[src/rtl/plot_queue.sv]
// First-word fall-through pixel FIFO between the draw mux and the VGA adapter.
// Off-screen requests are clipped and overflowing requests are dropped; both are counted.
module plot_queue #(
    parameter int         DEPTH = 8,
    parameter logic [9:0] X_MAX = 10'd319,
    parameter logic [9:0] Y_MAX = 10'd239
) (
    input  logic       clk,
    input  logic       reset,
    input  logic       writeEn,
    input  logic [9:0] x,
    input  logic [9:0] y,
    input  logic [2:0] colour,
    output logic       full,
    output logic       plot,
    output logic [9:0] x_out,
    output logic [9:0] y_out,
    output logic [2:0] colour_out,
    input  logic       ready,
    output logic [7:0] clip_count,
    output logic [7:0] drop_count
);

    localparam int AW = $clog2(DEPTH);

    logic [22:0]   mem [DEPTH];
    logic [AW-1:0] wr_ptr_q, wr_ptr_d;
    logic [AW-1:0] rd_ptr_q, rd_ptr_d;
    logic [AW:0]   occ_q, occ_d;
    logic [7:0]    clip_count_q, clip_count_d;
    logic [7:0]    drop_count_q, drop_count_d;
    logic          legal, push, pop;
    logic [22:0]   head;

    function automatic logic [7:0] sat_inc(input logic [7:0] v);
        return (v == 8'hFF) ? v : v + 8'd1;
    endfunction

    assign full  = (occ_q == (AW+1)'(DEPTH));
    assign plot  = (occ_q != '0);
    assign head  = mem[rd_ptr_q];

    // Outputs are forced to zero while nothing is queued.
    assign x_out      = plot ? head[22:13] : '0;
    assign y_out      = plot ? head[12:3]  : '0;
    assign colour_out = plot ? head[2:0]   : '0;

    always_comb begin
        legal        = (x <= X_MAX) && (y <= Y_MAX);
        pop          = plot && ready;
        push         = writeEn && legal && (!full || pop);
        wr_ptr_d     = push ? wr_ptr_q + AW'(1) : wr_ptr_q;
        rd_ptr_d     = pop  ? rd_ptr_q + AW'(1) : rd_ptr_q;
        occ_d        = occ_q;
        case ({push, pop})
            2'b10:   occ_d = occ_q + (AW+1)'(1);
            2'b01:   occ_d = occ_q - (AW+1)'(1);
            default: occ_d = occ_q;
        endcase
        clip_count_d = (writeEn && !legal) ? sat_inc(clip_count_q) : clip_count_q;
        drop_count_d = (writeEn && legal && full && !pop) ? sat_inc(drop_count_q) : drop_count_q;
    end

    always_ff @(posedge clk) begin
        if (reset) begin
            wr_ptr_q     <= '0;
            rd_ptr_q     <= '0;
            occ_q        <= '0;
            clip_count_q <= '0;
            drop_count_q <= '0;
        end else begin
            wr_ptr_q     <= wr_ptr_d;
            rd_ptr_q     <= rd_ptr_d;
            occ_q        <= occ_d;
            clip_count_q <= clip_count_d;
            drop_count_q <= drop_count_d;
        end
    end

    always_ff @(posedge clk) begin
        if (!reset && push)
            mem[wr_ptr_q] <= {x, y, colour};
    end

    assign clip_count = clip_count_q;
    assign drop_count = drop_count_q;

endmodule
[config.mk]
export PLATFORM = sky130hd
export DESIGN_NAME = plot_queue
export DESIGN_NICKNAME = d
export VERILOG_FILES = /design/src/rtl/plot_queue.sv
export SDC_FILE = /design/constraint.sdc
export NUM_CORES = 1
export LEC_CHECK = 0
export CELL_PAD_IN_SITES_DETAIL_PLACEMENT = 1
export CELL_PAD_IN_SITES_GLOBAL_PLACEMENT = 1
export CORE_MARGIN = 1.5
export CORE_UTILIZATION = 50
export DETAILED_ROUTE_END_ITERATION = 6
export PLACE_DENSITY = 0.77
export SYNTH_ARGS = -nofsm -noshare
export SYNTH_HDL_FRONTEND = slang
export SYNTH_SLANG_ARGS = --single-unit
[constraint.sdc]
create_clock -name clk -period 5.9 [get_ports clk]
set_input_delay 1.18 -clock clk [delete_from_list [all_inputs] [get_ports clk]]
set_output_delay 1.18 -clock clk [all_outputs]
set_load 0.005 [all_outputs]
; ---- After elaboration in Yosys (flattened, before gate mapping)
; Memory sizes are Yosys's and may differ from the RTL's. A register that Yosys moved wholly into a read port is not among the register bits.
; Index checks and enable logic that the tools add are counted.
[op_classes]
n_mux = 8
reduce_logical = 17
bitwise_logic = 2
n_eq_ne = 5
addsub = 6
n_lt_le_gt_ge = 2
[op_table]
columns = cell, n
row1 = 10-bit 2-to-1 mux, 2
row2 = 8-bit by 1-bit adder with 8-bit output (second input constant), 2
row3 = 8-bit == test (second input constant), 2
row4 = 10-bit by 8-bit less-or-equal comparator with 1-bit output (second input constant), 1
row5 = 10-bit by 9-bit less-or-equal comparator with 1-bit output (second input constant), 1
row6 = 3-bit 2-to-1 mux, 3
row7 = 1-bit logical AND, 8
row8 = 4-bit case mux with 2 select lines, 1
row9 = 3-bit by 1-bit adder with 3-bit output (second input constant), 2
row10 = 4-bit by 1-bit adder with 4-bit output (second input constant), 1
row11 = 4-bit == test (second input constant), 1
row12 = 1-bit logical NOT, 4
row13 = 2-bit AND reduction, 2
row14 = 4-bit nonzero test, 1
row15 = 4-bit by 1-bit subtractor with 4-bit output (second input constant), 1
row16 = 2-bit by 1-bit == test with 1-bit output (second input constant), 1
row17 = 2-bit == test (second input constant), 1
row18 = 1-bit 2-to-1 mux, 2
row19 = 1-bit NOT, 2
row20 = 2-bit nonzero test, 1
row21 = 1-bit logical OR, 1
[word_totals]
in_bits = 27
mem_bits_rw = 184
ff_bits = 26
output_inout_bits = 41
mem_count = 1
[mem_list]
columns = memory, words, width, rd, rd_clocked_by_memory_dff, write_ports, line_no
row1 = mem, 8, 23, 1, 1, 1, 26  ; logic [22:0] mem [DEPTH];

; ---- Depth between registers and ports, before layout
; Gate-level depths: netlist (run 1).
[depth]
depth_word = 7
depth_mapped = 11
mapped_depth_nobuf = 9

; ---- Least setup slack after synthesis (run 1)
; No wires, ideal clock.
[synth_timing]
path_kind = in2reg
from = in x[9]
to = mem mem[0][0], enable pin
setup_ns = 0.462
cell_stages = 5
slack_ns = 1.000
t_arrival_ns = 4.438
cell_sequence = nor3_1 -> nand4_1 -> clkbuf_1 -> or3_1 -> nor4_1
[synth_between]
elab_chain_len = 7
[synth_rtl]
columns = item, line_no
row1 = start: declaration, 11  ; input logic [9:0] x,
row2 = 10-bit by 9-bit less-or-equal comparator with 1-bit output, 49  ; legal = (x <= X_MAX) && (y <= Y_MAX);
row3 = 1-bit logical AND, 49
row4 = 1-bit logical AND (2 in a row), 51  ; push = writeEn && legal && (!full || pop);
row5 = 1-bit logical AND, 81  ; if (!reset && push)
row6 = 1-bit 2-to-1 mux, 81
row7 = 1-bit 2-to-1 mux (implied by the code), 82  ; mem[wr_ptr_q] <= {x, y, colour};
row8 = end: declaration, 26
; No other way between the ends.

; ---- Worst setup path in the final report (run 1)
[layout_timing]
from = in x[6]
to = mem mem[5][10], enable pin
; The elaborated chain is that of the path after synthesis.

==> results of run 1 <==
[worst max-delay path by stage]
stage | from | end
3_5_place_dp | x[6] | mem[5][8]
5_1_grt | x[6] | mem[5][11]
4_1_cts | x[6] | mem[5][11]
6_report | x[6] | mem[5][10]
2_1_floorplan | x[9] | mem[0][0]
3_3_place_gp | x[7] | mem[5][8]
[per-layer routing]
metal	global-route usage, %	wire, um
met2	39.7	10100
met1	30.2	8240
met3	3.16	807
met4	5.37	274
met5	0	0
[tightest hold or removal path: stages, from the launching register on]
cell and delay, ns:
dfxtp_1 0.31, nand2_1 0.05, a21oi_1 0.08
[synthesized netlist by cell type (all sizes together), types with 2 or more instances]
library cell,instances
edfxtp,184
mux4,46
nor2,39
dfxtp,29
mux2i,24
a21oi,19
clkbuf,17
nand3,10
buf,9
nand2,9
nand4,9
o21ai,9
o31ai,8
or4,8
inv,7
or3,7
ha,6
mux2,5
nor2b,5
nor3,4
nor4,4
and4,3
a21o,2
and3,2
o211ai,2
xor2,2
[final cells by class]
class,count,area share (%)
clock buffer,29,5.87
clock inverter,9,0.442
inverter,7,0.258
multi-input combinational,236,23.0
sequential,213,59.9
tap,220,2.70
timing repair buffer,84,7.83
[state kept, by name (all words and copies together) (netlist names), named ones only]
signal	count
clip_count	8
rd_ptr_q	3
mem	184
drop_count	8
wr_ptr_q	3
occ_q	4
[through the flow]
| stage | power [mW] | setup WS, ns | instance area, um^2 |
|---|---|---|---|
| 2_1_floorplan | 2.11 | 1.00 | 8550 |
| 3_3_place_gp | 2.40 | 1.32 | 9550 |
| 4_1_cts | 3.68 | 1.46 | 10200 |
| 3_5_place_dp | 2.42 | 1.01 | 9550 |
| 6_report | 3.64 | 1.49 | 10200 |
| 5_1_grt | 3.77 | 1.36 | 10200 |
[power groups by stage]
| stage | combinational (mW) | sequential [mW] | clock, mW |
|---|---|---|---|
| after global routing | 0.689 | 1.76 | 1.33 |
| after global placement | 0.619 | 1.78 | 0 |
| after floorplan | 0.419 | 1.70 | 0 |
| after detailed placement | 0.644 | 1.78 | 0 |
| final | 0.641 | 1.74 | 1.26 |
| after CTS | 0.651 | 1.75 | 1.28 |
[logic make-up after synthesis]
group | after synthesis | share of synthesized area [%]
flops | 213 | 71.4
simple gates | 105 | 6.54
mux | 75 | 15.6
compound gates | 46 | 3.41
buf+inv | 33 | 1.62
fa+ha+maj | 7 | 1.11
xor+xnor | 3 | 0.307
==> impl_metrics.csv, run 1 <==
group,metric,value,unit
status,status,"completed",
global_routing,first_global_vias,5220,
timing,tightestPinTransition,1.07,ns
synthesis,synth_edf_count,184,
global_routing,antenna_found_initial,0,
critical_path,cp_cell_sequence,"clkdlybuf4s50_1 -> o21ai_0 -> and4_1 -> nand3_1 -> nor3_2 -> buf_4",
critical_path,worstSetupEndpointType,"flop",
min_path,worstHoldStart,"rd_ptr_q[1]",
clock_network,cts_buffer_depth,3,
timing,slew_violations,0,
finish,final_cell_mix,"edfxtp_1, clkdlybuf4s50_1, mux4_2",
die,dieHeight,134,um
synthesis,synth_area_leaders,"edfxtp_1, mux4_2, dfxtp_1",
synthesis,syn_inst,482,
critical_path,cpPeakStageDelay,0.92,ns
placement,port_buffers,67,
clock_network,hold_buffers,0,
global_routing,grt_start_max_net_pins,47,
route,drtIter0Drc,281,
critical_path,worstPathArrival,4.60,ns
timing,fmax,227,MHz
finish,final_common_cell,"edfxtp_1",
route,drc_errors,0,
critical_path,worstSetupStartpointType,"input port",
finish,fin_cells,798,
power_and_ir_drop,leakagePower,3.17,nW
finish,regArea,6110,um^2
timing,hold_ws,0.490,ns
min_path,min_delay_path_depth,2,
finish,fillers,1493,
power_and_ir_drop,peakVddDrop,253,uV
die,dieArea,17900,um^2
timing,finalHoldViolCount,0,
synthesis,synth-seq-cells,213,
clock_network,clk_pin_slew,0.06,ns
route,post_drt_wl_per_cell,24.4,um
synthesis,async_flop_share,0,%
route,via_per_inst,5.94,
route,dr.pass1.iters,4,
synthesis,synth_warnings,0,
global_routing,grt_pass1_wl,30.5,mm
route,finalWirelength,19.5,mm
placement,dp.cells,760,
clock_network,cts_setup_buffers,0,
timing,period_share,74.8,%
critical_path,crit_required,6.09,ns
power_and_ir_drop,p_per_area,357,nW/um^2
route,ant_nets,0,
synthesis,synth_area_leader_cell,"edfxtp_1",
die,rows,47,
power_and_ir_drop,internal_power,2.74,mW
placement,place.gp.congestion,0.773,
power_and_ir_drop,p_comb_share,17.6,%
min_path,min_path_type,"flop to flop",
clock_network,cts_tree,"done",
die,die_w,134,um
clock_network,clock-sinks,213,
critical_path,path_class,"input port to flop",
die,coreArea,16600,um^2
synthesis,synth.net_count,516,
synthesis,netlist-cell-type-count,43,
finish,antenna_cells,0,
clock_network,numCtsBuffers,23,
synthesis,syn_area_per_cell,17.7,um^2
finish,nets,599,
placement,dp_hpwl,11.7,mm
critical_path,path_buf_inv,2,
synthesis,syn_area,8550,um^2
route,vias,4742,
critical_path,worstReg2RegEnd,"mem[2][18]",
critical_path,ff2ff_setup_slack,3.24,ns
global_routing,grt_overflow,0,
clock_network,htreeDepth,1,
timing,slew_headroom,28.0,%
clock_network,cts_repair_resize_count,0,
clock_network,cts-root-buf,"clkbuf_16",
critical_path,cp_slowest_cell,"nor3_2",
finish,drive_above_1_share,19.9,%
die,start_util,51.4,%
timing,setup_viol,0,
synthesis,ys.flop_type,"edfxtp_1",
timing,fin_crit,4.41,ns
timing,finalClockSkew,0.00811,ns
synthesis,ys_seq_area_share,71.4,%
critical_path,timing.rr.start,"occ_q[0]",
timing,setup_tns,0,ns
finish,syn_to_final_growth,19.3,%
timing,rsz0062_at_grt,"no",
finish,final_core_util,61.3,%
job,maxCapViolCount,0,
clock_network,insertion_delay,0.50,ns
power_and_ir_drop,p_sw,0.902,mW
critical_path,path_depth,6,
finish,multiInputGateArea,2340,um^2
critical_path,cp_top_family,"simple AND/OR/NAND/NOR gates",
synthesis,synth_top_area_share,64.6,%
power_and_ir_drop,p_sw_share,24.8,%
power_and_ir_drop,pwr-share-clk,34.5,%
critical_path,crit_fanout,12,
power_and_ir_drop,p_seq_share,47.8,%
global_routing,grt_usage,22.7,%
critical_path,rr_worst_depth,5,
die,boundaryPins,68,
(Power assumes the default switching activity.)
==> inputs of run 2 (changes only) <==
clock period = 4.3 ns   (was 5.9 ns; I/O delays follow)
==> run 2 against run 1 <==
Effect of this change:
- sequential share of layout area down 0.83 points
- cell count up 1.1%
- clock-buffer cell count down 2
- global-route usage up 0.066 points
- sequential cell count unchanged
- worst hold slack worse by 0.00052 ns
- wire length down 0.41%
- combinational power up 45%
==> impl_metrics.csv, run 2 (synthesis results as in run 1) <==
group,metric,value,unit
status,status,"completed",
finish,antenna_cells,0,
route,finalWirelength,19.4,mm
critical_path,worstSetupEndpointType,"output port",
placement,dp_slack,0.547,ns
power_and_ir_drop,peakVddDrop,371,uV
global_routing,antenna_found_initial,0,
finish,syn_to_final_growth,20.9,%
finish,final_cell_mix,"edfxtp_1, clkdlybuf4s50_1, mux4_2",
clock_network,cts_setup_buffers,0,
timing,tightestPinTransition,0.873,ns
job,maxCapViolCount,0,
die,start_util,51.4,%
clock_network,clock-sinks,213,
finish,largest_reg_flops,184,
placement,dp_hpwl,12.4,mm
die,boundaryPins,68,
route,vias,4757,
placement,place.gp.congestion,0.786,
global_routing,grt_overflow,0,
timing,setup_viol,0,
timing,finalHoldViolCount,0,
power_and_ir_drop,p_sw_share,24.6,%
timing,fin_crit,3.61,ns
finish,final_common_cell,"edfxtp_1",
clock_network,cts_buffer_depth,3,
clock_network,clk_pin_slew,0.06,ns
clock_network,hold_buffers,0,
critical_path,crit_required,3.44,ns
min_path,min_path_type,"flop to flop",
power_and_ir_drop,internal_power,3.84,mW
global_routing,grt_start_max_net_pins,30,
power_and_ir_drop,pwr-share-clk,35.4,%
die,coreArea,16600,um^2
finish,fin_cells,807,
die,die_w,134,um
critical_path,path_class,"flop to output port",
power_and_ir_drop,p_per_area,492,nW/um^2
power_and_ir_drop,p_comb_share,18.3,%
die,dieArea,17900,um^2
route,post_drt_wl_per_cell,24.0,um
placement,dp.cells,767,
timing,fmax,277,MHz
critical_path,crit_fanout,27,
power_and_ir_drop,p_total,5.09,mW
critical_path,worstPathArrival,2.75,ns
global_routing,grt_usage,22.7,%
route,ant_nets,0,
timing,setup_tns,0,ns
finish,top_register,"mem",
timing,slew_violations,0,
timing,slew_headroom,41.7,%
critical_path,worstSetupStartpointType,"flop",
clock_network,insertion_delay,0.50,ns
clock_network,cts_repair_resize_count,0,
die,dieHeight,134,um
clock_network,cts-root-buf,"clkbuf_16",
timing,setup_slack,0.690,ns
power_and_ir_drop,p_seq_share,46.3,%
clock_network,htreeDepth,1,
route,dr.pass1.iters,4,
timing,rsz0062_at_grt,"no",
global_routing,grt_pass1_wl,30.8,mm
finish,nets,605,
timing,finalClockSkew,0.00721,ns
route,via_per_inst,5.89,
power_and_ir_drop,leakagePower,3.24,nW
route,drtIter0Drc,304,
clock_network,numCtsBuffers,22,
placement,port_buffers,67,
route,drc_errors,0,
clock_network,cts_tree,"done",
power_and_ir_drop,p_sw,1.25,mW
finish,drive_above_1_share,21.6,%
finish,final_core_util,62.1,%
die,rows,47,
timing,period_share,83.9,%
global_routing,first_global_vias,5330,
## run 2: power by group through the flow
stage,Combinational (mW),Sequential [mW],Clock [mW]
floorplan,0.575,2.33,0
global placement,0.904,2.40,0
detailed placement,0.937,2.41,0
CTS,0.945,2.36,1.84
global route,0.996,2.37,1.91
finish,0.929,2.36,1.80
## run 2: metrics by stage
step           hold WS [ns]  instance area (um^2)
2_1_floorplan         0.454                  8560
3_3_place_gp          0.466                  9650
3_5_place_dp          0.482                  9650
4_1_cts               0.491                 10300
5_1_grt               0.514                 10300
6_report              0.489                 10300
## run 2: final cells by class
type / instances / area (um^2)
clock buffer: 27 / 591
multi-input combinational: 236 / 2360
sequential: 213 / 6110
clock inverter: 13 / 100
fill: 1454 / 6300
inverter: 7 / 26.3
timing repair buffer: 91 / 876
tap: 220 / 275
## run 2: path summary, 6_finish.rpt
path	startpoint	endpoint	slack, ns	depth (start not counted)
min	rd_ptr_q[1]	flop	0.49	2
max reg2reg	occ_q[0]	mem[2][18]	1.98	5
max	flop	x_out[7]	0.69	5
min reg2reg	rd_ptr_q[1]	flop	0.49	2
## run 2: critical path, stage by stage (launching register included)
cell and delay (ns):
dfxtp_4 0.70, buf_12 0.28, mux4_2 0.54, mux2i_1 0.20, nor2_1 0.07, clkdlybuf4s50_1 0.45
## run 2: routing by layer
metal | routed length (um) | GRT usage [%] | vias to the layer above
met5 | 0 | 0 | -
met4 | 418 | 5.68 | 0
met1 | 8140 | 30.1 | 2479
met2 | 10100 | 40.2 | 114
met3 | 736 | 2.82 | 34
li1 | - | - | 2130
